[src/rtl/tx_stream_arbiter_if.sv]
// Requester-side and core-side TX streaming signals of tx_stream_arbiter.
// The arbiter connects through the slave modport; the requesters/core model drives the master side.
interface tx_stream_arbiter_if #(
    parameter int NUM_REQ = 3,
    parameter int DATA_W  = 75
);
    logic [NUM_REQ*DATA_W-1:0] req_data;
    logic [NUM_REQ-1:0]        req_valid;
    logic [NUM_REQ-1:0]        req_np;
    logic [NUM_REQ-1:0]        req_ready;
    logic [DATA_W-1:0]         tx_stream_data0;
    logic                      tx_stream_valid0;
    logic                      tx_stream_ready0;
    logic                      tx_stream_mask0;
    logic [NUM_REQ-1:0]        grant;
    logic                      busy;

    modport master (
        output req_data, req_valid, req_np, tx_stream_ready0, tx_stream_mask0,
        input  req_ready, tx_stream_data0, tx_stream_valid0, grant, busy
    );

    modport slave (
        input  req_data, req_valid, req_np, tx_stream_ready0, tx_stream_mask0,
        output req_ready, tx_stream_data0, tx_stream_valid0, grant, busy
    );
endinterface

[src/rtl/tx_stream_arbiter.sv]
// Packet-atomic round-robin arbiter sharing the PCIe core TX stream port among NUM_REQ requesters.
// Optional per-requester packet counters are enabled by defining TX_STREAM_ARB_PKT_CNT_EN.
module tx_stream_arbiter #(
    parameter int NUM_REQ = 3,
    parameter int DATA_W  = 75
) (
    input  logic                 clk,
    input  logic                 rstn,
`ifdef TX_STREAM_ARB_PKT_CNT_EN
    input  logic                 pkt_cnt_clr,
    output logic [NUM_REQ*16-1:0] pkt_cnt,
`endif
    tx_stream_arbiter_if.slave   bus
);

    localparam int PTR_W   = (NUM_REQ > 1) ? $clog2(NUM_REQ) : 1;
    localparam int SOP_BIT = DATA_W - 2;
    localparam int EOP_BIT = DATA_W - 3;

    typedef enum logic [0:0] {
        IDLE = 1'b0,
        XFER = 1'b1
    } state_t;

    state_t               state_r;
    logic [NUM_REQ-1:0]   grant_r;
    logic [PTR_W-1:0]     ptr_r;
    logic [PTR_W-1:0]     owner_r;
    logic                 busy_r;

    logic [NUM_REQ-1:0]   elig_s;
    logic                 found_s;
    logic [PTR_W-1:0]     sel_s;
    logic [DATA_W-1:0]    owner_beat_s;
    logic                 accept_eop_s;

    // Eligibility: SOP presented, and non-posted packets held off while credits are masked
    always_comb begin
        elig_s = '0;
        for (int i = 0; i < NUM_REQ; i++) begin
            elig_s[i] = bus.req_valid[i] & bus.req_data[i*DATA_W + SOP_BIT]
                        & ~(bus.req_np[i] & bus.tx_stream_mask0);
        end
    end

    // Round-robin scan starting just after the last owner
    always_comb begin
        logic [PTR_W-1:0] idx_v;
        found_s = 1'b0;
        sel_s   = '0;
        idx_v   = '0;
        for (int k = 1; k <= NUM_REQ; k++) begin
            idx_v = PTR_W'((int'(ptr_r) + k) % NUM_REQ);
            if (!found_s && elig_s[idx_v]) begin
                found_s = 1'b1;
                sel_s   = idx_v;
            end else begin
                sel_s   = sel_s;
            end
        end
    end

    assign owner_beat_s = bus.req_data[int'(owner_r)*DATA_W +: DATA_W];

    // Combinational forwarding from the owner; everything is zero while idle
    always_comb begin
        if (state_r == XFER) begin
            bus.tx_stream_data0  = owner_beat_s;
            bus.tx_stream_valid0 = bus.req_valid[owner_r];
            bus.req_ready        = grant_r & {NUM_REQ{bus.tx_stream_ready0}};
        end else begin
            bus.tx_stream_data0  = '0;
            bus.tx_stream_valid0 = 1'b0;
            bus.req_ready        = '0;
        end
    end

    assign accept_eop_s = (state_r == XFER) & bus.tx_stream_valid0 & bus.tx_stream_ready0
                          & owner_beat_s[EOP_BIT];

    // Arbitration FSM: grant held for the whole packet, released on the accepted EOP
    always_ff @(posedge clk or negedge rstn) begin
        if (!rstn) begin
            state_r <= IDLE;
            grant_r <= '0;
            ptr_r   <= PTR_W'(NUM_REQ - 1);
            owner_r <= '0;
            busy_r  <= 1'b0;
        end else begin
            case (state_r)
                IDLE: begin
                    if (found_s) begin
                        grant_r <= {{(NUM_REQ-1){1'b0}}, 1'b1} << sel_s;
                        owner_r <= sel_s;
                        busy_r  <= 1'b1;
                        state_r <= XFER;
                    end else begin
                        grant_r <= '0;
                        busy_r  <= 1'b0;
                    end
                end
                XFER: begin
                    if (accept_eop_s) begin
                        ptr_r   <= owner_r;
                        grant_r <= '0;
                        busy_r  <= 1'b0;
                        state_r <= IDLE;
                    end else begin
                        busy_r  <= 1'b1;
                    end
                end
                default: begin
                    grant_r <= '0;
                    busy_r  <= 1'b0;
                    state_r <= IDLE;
                end
            endcase
        end
    end

    assign bus.grant = grant_r;
    assign bus.busy  = busy_r;

`ifdef TX_STREAM_ARB_PKT_CNT_EN
    logic [15:0] cnt_r [NUM_REQ];

    // Per-requester EOP counters; clear takes priority over a same-cycle increment
    always_ff @(posedge clk or negedge rstn) begin
        if (!rstn) begin
            for (int i = 0; i < NUM_REQ; i++) begin
                cnt_r[i] <= 16'h0000;
            end
        end else if (pkt_cnt_clr) begin
            for (int i = 0; i < NUM_REQ; i++) begin
                cnt_r[i] <= 16'h0000;
            end
        end else if (accept_eop_s) begin
            cnt_r[owner_r] <= cnt_r[owner_r] + 16'h0001;
        end else begin
            cnt_r[owner_r] <= cnt_r[owner_r];
        end
    end

    for (genvar g = 0; g < NUM_REQ; g++) begin : g_cnt
        assign pkt_cnt[g*16 +: 16] = cnt_r[g];
    end
`endif

endmodule
[src/flat_wrapper.sv]
// flat-port wrapper written by rule: the top's interface ports become plain ports
module tx_stream_arbiter_flat 
#(
    parameter int NUM_REQ = 3,
    parameter int DATA_W  = 75
)
  (clk, rstn, bus_req_data, bus_req_valid, bus_req_np, bus_tx_stream_ready0, bus_tx_stream_mask0, bus_req_ready, bus_tx_stream_data0, bus_tx_stream_valid0, bus_grant, bus_busy);
  tx_stream_arbiter_if #(.NUM_REQ(NUM_REQ), .DATA_W(DATA_W)) bus_i ();
  input  logic clk;
  input  logic rstn;
  input wire logic [$bits(bus_i.req_data)-1:0] bus_req_data;
  input wire logic [$bits(bus_i.req_valid)-1:0] bus_req_valid;
  input wire logic [$bits(bus_i.req_np)-1:0] bus_req_np;
  input wire logic [$bits(bus_i.tx_stream_ready0)-1:0] bus_tx_stream_ready0;
  input wire logic [$bits(bus_i.tx_stream_mask0)-1:0] bus_tx_stream_mask0;
  output wire logic [$bits(bus_i.req_ready)-1:0] bus_req_ready;
  output wire logic [$bits(bus_i.tx_stream_data0)-1:0] bus_tx_stream_data0;
  output wire logic [$bits(bus_i.tx_stream_valid0)-1:0] bus_tx_stream_valid0;
  output wire logic [$bits(bus_i.grant)-1:0] bus_grant;
  output wire logic [$bits(bus_i.busy)-1:0] bus_busy;
  assign bus_i.req_data = bus_req_data;
  assign bus_i.req_valid = bus_req_valid;
  assign bus_i.req_np = bus_req_np;
  assign bus_i.tx_stream_ready0 = bus_tx_stream_ready0;
  assign bus_i.tx_stream_mask0 = bus_tx_stream_mask0;
  assign bus_req_ready = bus_i.req_ready;
  assign bus_tx_stream_data0 = bus_i.tx_stream_data0;
  assign bus_tx_stream_valid0 = bus_i.tx_stream_valid0;
  assign bus_grant = bus_i.grant;
  assign bus_busy = bus_i.busy;
  tx_stream_arbiter #(.NUM_REQ(NUM_REQ), .DATA_W(DATA_W)) u_core (.clk(clk), .rstn(rstn), .bus(bus_i));
endmodule
[config.mk]
export PLATFORM = sky130hd
export DESIGN_NAME = tx_stream_arbiter_flat
export DESIGN_NICKNAME = d
export VERILOG_FILES = /design/src/rtl/tx_stream_arbiter_if.sv /design/src/rtl/tx_stream_arbiter.sv /design/src/flat_wrapper.sv
export SDC_FILE = /design/constraint.sdc
export NUM_CORES = 1
export LEC_CHECK = 0
export CAP_MARGIN = 20
export CORE_AREA = 2 2 124 126
export DETAILED_ROUTE_END_ITERATION = 16
export DIE_AREA = 0 0 126 128
export PLACE_DENSITY_LB_ADDON = 0.25
export SLEW_MARGIN = 20
export SYNTH_ARGS = -nofsm -noshare
export SYNTH_HDL_FRONTEND = slang
export SYNTH_SLANG_ARGS = --single-unit
[constraint.sdc]
create_clock -name clk -period 2.3 [get_ports clk]
set_clock_uncertainty 0.15 [all_clocks]
set_input_delay 0.46 -clock clk [delete_from_list [all_inputs] [get_ports clk]]
set_output_delay 0.46 -clock clk [all_outputs]
set_load 0.05 [all_outputs]
==> flow_metrics.py, run 1 <==
metrics = {
    "outcome": {
        "run_status": "finished with violations",
        "violated_checks": "setup timing",
    },
    "worst_setup_path": {
        "worst_setup_path_end_kind": "primary output",
        "cp-start-kind": "flip-flop",
        "startpoint": "u_core.owner_r[1]",
        "worst-r2r-setup-slack_ns": 0.27,
        "timing.critical_path.arrival_ns": 1.75,
        "critical_path_required_ns": 1.69,
        "path_class": "reg -> out",
        "crit-reg2reg-capture": "u_core.state_r",
        "worstPathCellList": "buf_6, buf_12, mux2i_4, nor2_1, a21oi_1, nor2_2, buf_12",
        "max_stage_delay_on_crit_path_ns": 0.52,
        "critPathMaxFanout": 6,
        "standard_cell_with_the_maximum_stage_delay_on_the_critical_path": "sky130_fd_sc_hd__dfrtp_4",
        "critical-path-top-cell-by-count": "sky130_fd_sc_hd__buf_12",
        "worst_r2r_startpoint": "u_core.ptr_r[1]",
        "worstRegToRegCells": 6,
    },
    "routing": {
        "route.met2.wl_um": 8571,
        "drt_iter0_markers": 134,
        "drt-total-wl_um": 15670,
        "dr_wl_met3_um": 1379,
        "viasPerCell": 4.505,
        "drtAntennaViolNets": 0,
        "route.vias.total": 4095,
        "remaining_drc_errors": 0,
        "post_drt_wl_per_cell_um": 17.24,
        "wl_met1_um": 5553,
        "drt_pre_antenna_iters": 4,
        "route.top_layer_used": "met5",
    },
    "sta": {
        "fmax_mhz": 423.8,
        "unrepaired_setup_endpoints_after_global_routing": "yes",
        "final_min_period_over_clock_period_pct": 102.6,
        "finalSetupViolCount": 14,
        "post-route-worst-setup-slack_ns": -0.05985,
        "final.setup.tns_ns": -0.2778,
        "fin_crit_ns": 2.360,
        "worst-slew-pin-transition_ns": 0.4973,
        "hold_violations": 0,
        "timing.slew.headroom_pct": 66.75,
        "maxSlewViolCount": 0,
    },
    "clock_network": {
        "cts.path.max_buffers": 2,
        "clock_tree_from_tritoncts": "done",
        "tritoncts.num_buffers": 3,
        "worstSkewPairLatency_ns": 0.23,
        "cts.hold.buffers_added": 0,
        "cts_root_buffer": "sky130_fd_sc_hd__clkbuf_16",
        "path_clk_slew_ns": 0.04,
        "clock-sinks": 8,
        "ctsHtreeMaxLevel": 1,
    },
    "layout": {
        "multi_input_area_mm2": 0.002291,
        "final_core_util_pct": 49.27,
        "layout-area-overhead-vs-synth_pct": 195.6,
        "nNetsFinal": 961,
        "num_antenna_cells": 0,
        "layout.filler_cells": 1373,
        "ff_latch_area_um2": 206.4,
        "final-instance-count-excl-fill": 909,
        "final_layout_size_suffix_gt1_share_pct": 26.91,
        "fin_area_mm2": 0.007323,
    },
    "yosys": {
        "yosysWarnings": 0,
        "most_frequently_used_flop_master_after_synthesis": "sky130_fd_sc_hd__dfrtp_1",
        "synth.cell_area_mm2": 0.002477,
        "synth-seq-area-share_pct": 8.131,
        "synth_cell_type_count": 39,
        "synth-edff-count": 0,
        "netlist_instances": 401,
        "mappedNetlistNets": 640,
        "ys_async_sr_fraction_pct": 100.0,
        "synth.ff_latch_count": 8,
        "syn_avg_cell_area_um2": 6.178,
    },
    "placement": {
        "post-dp-hpwl_um": 11800,
        "placedInstanceArea_mm2": 0.006788,
        "port_buffers": 317,
        "placed_cells_incl_taps": 885,
        "globalplace.congestion": 0.8234,
    },
    "global_routing": {
        "grt_pass1_wl_um": 20930,
        "first_global_vias": 3932,
        "antenna_found_initial": 2,
        "grt_start_max_net_pins": 55,
        "grt.overflow.total": 0,
        "grtUsageTotal_pct": 16.05,
    },
    "floorplan": {
        "die_h_um": 128,
        "die-width_um": 126,
        "design.die.area_mm2": 0.01613,
        "design.core.area_mm2": 0.01486,
        "initial_core_util_pct": 16.67,
        "core.rowCount": 45,
        "boundaryPins": 318,
    },
    "hold_path": {
        "min-delay-path-class": "in -> async",
    },
    "power_and_ir_drop": {
        "power.static_leakage_uw": 0.002872,
        "power_per_cell_area_mw_per_mm2": 1621,
        "max-vdd-ir-drop_mv": 0.8186,
    },
    "job": {
        "max_cap_viol_count": 0,
    },
}
metrics by stage:
stage	setup WS (ns)	hold slack (ns)	power [uW]
final	-0.05985	0.3562	11870
after global routing	-0.1073	0.3949	12370
after CTS	-0.03894	0.3700	11020
after detailed placement	0.01252	0.3633	10670
after global placement	0.08002	0.3642	10610
after floorplan	-0.1978	0.01441	5812
placed cells by master, fill, tap and decap left out, types with 4 or more instances in the layout:
master / count
sky130_fd_sc_hd__mux2i_1: 70
sky130_fd_sc_hd__buf_4: 13
sky130_fd_sc_hd__nand2_1: 10
sky130_fd_sc_hd__clkbuf_16: 13
sky130_fd_sc_hd__and3_1: 4
sky130_fd_sc_hd__a21oi_1: 64
sky130_fd_sc_hd__ha_1: 4
sky130_fd_sc_hd__inv_1: 7
sky130_fd_sc_hd__nor2_1: 106
sky130_fd_sc_hd__nor2_2: 40
sky130_fd_sc_hd__dfrtp_1: 5
sky130_fd_sc_hd__a21oi_2: 12
sky130_fd_sc_hd__buf_12: 84
sky130_fd_sc_hd__mux2i_2: 4
sky130_fd_sc_hd__clkdlybuf4s50_1: 237
sky130_fd_sc_hd__buf_6: 7
synth_stat cells, drive strengths merged, types with 2 or more instances:
library cell  count  area share [%]
nand3             2            0.61
nand2            11             1.8
nor2            147              22
a21oi            76              15
inv               8             1.2
dfrtp             7             7.1
a31oi             3            0.76
ha                4             2.0
buf              21             4.6
mux2i            76              31
or2               2            0.50
o31ai             3             1.7
and2              3            0.86
and3              4             1.0
clkbuf           14             2.1
o21ai             4            0.81
how the worst max path moves through the flow:
stage	endpoint	slack (ns)
3_5_place_dp	u_core.owner_r[0]	0.01
3_3_place_gp	u_core.state_r	0.08
5_1_grt	bus_tx_stream_data0[12]	-0.11
2_1_floorplan	bus_tx_stream_data0[32]	-0.20
6_report	bus_tx_stream_data0[12]	-0.06
4_1_cts	bus_tx_stream_data0[58]	-0.04
report_power, final:
part / total (uW) / switching (uW) / internal [uW]
Clock: 301 / 69.7 / 231
Combinational: 11300 / 6050 / 5220
Sequential: 293 / 76.8 / 216
sequential cells by signal, indices dropped and copies added, names as in the netlist:
signal	cells
u_core.state_r	1
u_core.bus.grant	3
u_core.owner_r	2
u_core.ptr_r	2
final cells by class:
class / instances / area share [%]
flip-flops and latches: 8 / 2.819
inverters: 8 / 0.4271
clock buffers: 4 / 1.076
multi-input cells: 350 / 31.28
repair buffers: 351 / 61.18
well taps: 188 / 3.212
worst max-delay path, delay by kind of cell, from the launching register on:
family	cells	cell delay, ns
flip-flops	1	0.52
buffers and inverters	3	0.48
AND/OR/NAND/NOR	2	0.27
multiplexers	1	0.18
AO/OA/AOI/OAI	1	0.07
metal layers:
layer / up-vias / track usage, %
li1: 2011 / -
met1: 1844 / 17.53
met2: 224 / 31.72
met3: 14 / 3.798
met4: 2 / 2.586
met5: - / 0
kinds of logic after synthesis:
logic type	synth area share, %
compound gates	22.42
fa+ha+maj	2.020
buf+inv	7.980
flops	8.132
mux	31.16
simple gates	28.28
what timing repair did:
item                                    CTS  global route
setup buffers                             1             8
pin swaps                                 0            16
resized for setup                         3            41
endpoints found under the setup margin   11            68
cloned                                    0            11
endpoints found under the hold margin     0             0
Power figures use the tool's default switching activity.
==> inputs of run 2 (changes only) <==
--- a/config.mk
+++ b/config.mk
@@ -9,6 +9,7 @@
 export CORE_AREA = 2 2 124 126
 export DETAILED_ROUTE_END_ITERATION = 16
 export DIE_AREA = 0 0 126 128
+export HOLD_SLACK_MARGIN = 0.02
 export PLACE_DENSITY_LB_ADDON = 0.25
 export SLEW_MARGIN = 20
 export SYNTH_ARGS = -nofsm -noshare
==> constraint.sdc (replaced) <==
create_clock -name clk -period 2.65 [get_ports clk]
set_clock_uncertainty 0.15 [all_clocks]
set_input_delay 0.53 -clock clk [delete_from_list [all_inputs] [get_ports clk]]
set_output_delay 0.53 -clock clk [all_outputs]
set_load 0.05 [all_outputs]
==> run 2 against run 1 <==
Final cell count fell by 3.0%. Global-route usage decreased by 0.46 points. Sequential share of layout area rose by 0.26 points. Sequential power decreased by 14%. Wire length fell by 13%. Design area is 8.5% lower. Setup slack better by 0.19 ns. Core utilization fell by 4.2 points. First-iteration DRC count shrank 16%. Largest cell class unchanged. Count of clock-buffer cells in the layout stayed put. Clock power fell by 14%. Register-to-register slack improved by 0.32 ns. The run now ends clean.
==> flow_metrics.py, run 2 (synthesized netlist as in run 1, its figures left out) <==
metrics = {
    "routing": {
        "viasPerCell": 4.484,
        "route.vias.total": 3955,
        "drt_pre_antenna_iters": 4,
        "drtAntennaViolNets": 0,
        "post_drt_wl_per_cell_um": 15.48,
        "drt-total-wl_um": 13660,
        "remaining_drc_errors": 0,
        "drt_iter0_markers": 113,
    },
    "worst_setup_path": {
        "worst_setup_path_end_kind": "primary output",
        "timing.critical_path.arrival_ns": 1.84,
        "critPathMaxFanout": 75,
        "worstRegToRegCells": 6,
        "cp-start-kind": "flip-flop",
        "path_class": "reg -> out",
        "critical_path_required_ns": 1.97,
    },
    "outcome": {
        "run_status": "completed",
    },
    "hold_path": {
        "min-delay-path-class": "reg -> reg",
        "hold_path_depth": 2,
    },
    "sta": {
        "maxSlewViolCount": 0,
        "worst-slew-pin-transition_ns": 0.5357,
        "unrepaired_setup_endpoints_after_global_routing": "no",
        "hold_violations": 0,
        "finalSetupViolCount": 0,
        "fin_crit_ns": 2.520,
        "final.setup.tns_ns": 0,
        "fmax_mhz": 396.9,
        "final_min_period_over_clock_period_pct": 95.08,
        "timing.slew.headroom_pct": 64.17,
    },
    "global_routing": {
        "grtUsageTotal_pct": 15.59,
        "grt_pass1_wl_um": 20700,
        "first_global_vias": 3827,
        "antenna_found_initial": 0,
        "grt.overflow.total": 0,
        "grt_start_max_net_pins": 78,
    },
    "layout": {
        "layout_common_cells": "sky130_fd_sc_hd__clkdlybuf4s50_1, sky130_fd_sc_hd__nor2_1, sky130_fd_sc_hd__buf_12, sky130_fd_sc_hd__a21oi_1, sky130_fd_sc_hd__mux2i_1",
        "layout.filler_cells": 1435,
        "fin_area_mm2": 0.006703,
        "layout-area-overhead-vs-synth_pct": 170.6,
        "ff_latch_area_um2": 206.4,
        "mostFrequentLayoutCell": "sky130_fd_sc_hd__clkdlybuf4s50_1",
        "final_core_util_pct": 45.09,
        "multi_input_area_mm2": 0.002086,
        "nNetsFinal": 934,
        "num_antenna_cells": 0,
        "final_layout_size_suffix_gt1_share_pct": 14.84,
        "max_reg_flops": 3,
    },
    "placement": {
        "placedInstanceArea_mm2": 0.006624,
        "port_buffers": 317,
        "globalplace.congestion": 0.7887,
        "post-dp-hpwl_um": 10760,
    },
    "power_and_ir_drop": {
        "power.static_leakage_uw": 0.002648,
        "clock_power_share_pct": 2.8,
        "power_per_cell_area_mw_per_mm2": 1369,
        "p_int_uw": 4185,
        "design_power_total_uw": 9174,
        "comb_power_share_pct": 94.4,
        "switching_power_uw": 4989,
        "max-vdd-ir-drop_mv": 0.7353,
        "sequential_power_share_pct": 2.8,
        "power.share.switching_pct": 54.38,
    },
    "clock_network": {
        "cts.path.max_buffers": 2,
        "clock_tree_from_tritoncts": "done",
        "cts.hold.buffers_added": 0,
        "ctsHtreeMaxLevel": 1,
        "cts_root_buffer": "sky130_fd_sc_hd__clkbuf_16",
        "worstSkewPairLatency_ns": 0.23,
        "post-cts-setup-buffers": 0,
        "path_clk_slew_ns": 0.04,
        "clock-sinks": 8,
        "cts_resized": 0,
        "tritoncts.num_buffers": 3,
    },
    "floorplan": {
        "initial_core_util_pct": 16.67,
        "boundaryPins": 318,
        "die_h_um": 128,
        "core.rowCount": 45,
        "design.core.area_mm2": 0.01486,
        "die-width_um": 126,
        "design.die.area_mm2": 0.01613,
    },
    "job": {
        "max_cap_viol_count": 0,
    },
}
-- run 2: changes by cell type in the layout (fill, tap and decap cells not counted), moves of 4 or more --
cell and delta:
sky130_fd_sc_hd__mux2i_2 -4, sky130_fd_sc_hd__nor2_2 -40, sky130_fd_sc_hd__nor2_1 +41, sky130_fd_sc_hd__a21oi_1 +12, sky130_fd_sc_hd__buf_6 -7, sky130_fd_sc_hd__a21oi_2 -12
sky130_fd_sc_hd__mux2i_1 +6, sky130_fd_sc_hd__clkbuf_16 -10, sky130_fd_sc_hd__buf_4 -10
-- run 2: stage by stage --
| step | setup slack, ns | cells | hold WS (ns) |
|---|---|---|---|
| after floorplan | 0.08218 | 401 | 0.08441 |
| after global placement | 0.2599 | 878 | 0.3660 |
| after detailed placement | 0.2282 | 878 | 0.3800 |
| after CTS | 0.1415 | 882 | 0.3892 |
| after global routing | 0.02928 | 882 | 0.4124 |
| final | 0.1303 | 882 | 0.3858 |
-- run 2: layout make-up --
class	count	area share, %
repair buffers	324	60.67
multi-input cells	350	31.12
well taps	188	3.509
flip-flops and latches	8	3.080
clock buffers	4	1.176
inverters	8	0.4480
-- run 2: layer usage --
layer	vias to the layer above	wire length, um	global-route usage, %
met4	0	69	1.228
met5	-	0	0
met2	211	6931	28.97
met3	6	1303	4.591
met1	1782	5353	18.45
li1	1956	-	-
-- run 2: worst paths after layout --
check | startpoint | endpoint | slack (ns)
worst min register to register | u_core.bus.grant[1] | u_core.bus.grant[1] | 0.39
worst max register to register | u_core.ptr_r[1] | u_core.state_r | 0.59
min in group asynchronous | rstn | u_core.state_r | 0.44
worst max-delay path | u_core.owner_r[1] | bus_tx_stream_valid0 | 0.13
worst min-delay path | u_core.bus.grant[1] | u_core.bus.grant[1] | 0.39
max in group asynchronous | rstn | u_core.ptr_r[1] | 1.60
-- run 2: power by group through the flow --
stage,sequential [uW],combinational [uW],clock (uW)
after floorplan,292,4630,0
after global placement,254,8680,0
after detailed placement,255,8730,0
after CTS,256,8750,263
after global routing,263,9100,278
final,253,8660,258
-- run 2: worst max-delay path: stages (launching register included) --
cell	delay, ns
sky130_fd_sc_hd__dfrtp_4	0.51
sky130_fd_sc_hd__nor2b_4	0.14
sky130_fd_sc_hd__buf_12	0.30
sky130_fd_sc_hd__nand2_1	0.10
sky130_fd_sc_hd__o21ai_0	0.13
sky130_fd_sc_hd__and2_1	0.22
sky130_fd_sc_hd__buf_12	0.14
==> inputs of run 3 (changes only) <==
--- a/config.mk
+++ b/config.mk
@@ -5,7 +5,7 @@
 export SDC_FILE = /design/constraint.sdc
 export NUM_CORES = 1
 export LEC_CHECK = 0
-export CAP_MARGIN = 20
+export CAP_MARGIN = 15
 export CORE_AREA = 2 2 124 126
 export DETAILED_ROUTE_END_ITERATION = 16
 export DIE_AREA = 0 0 126 128
==> results of run 3 <==
No change in the layout: final DEF, timing and power equal those of run 2.
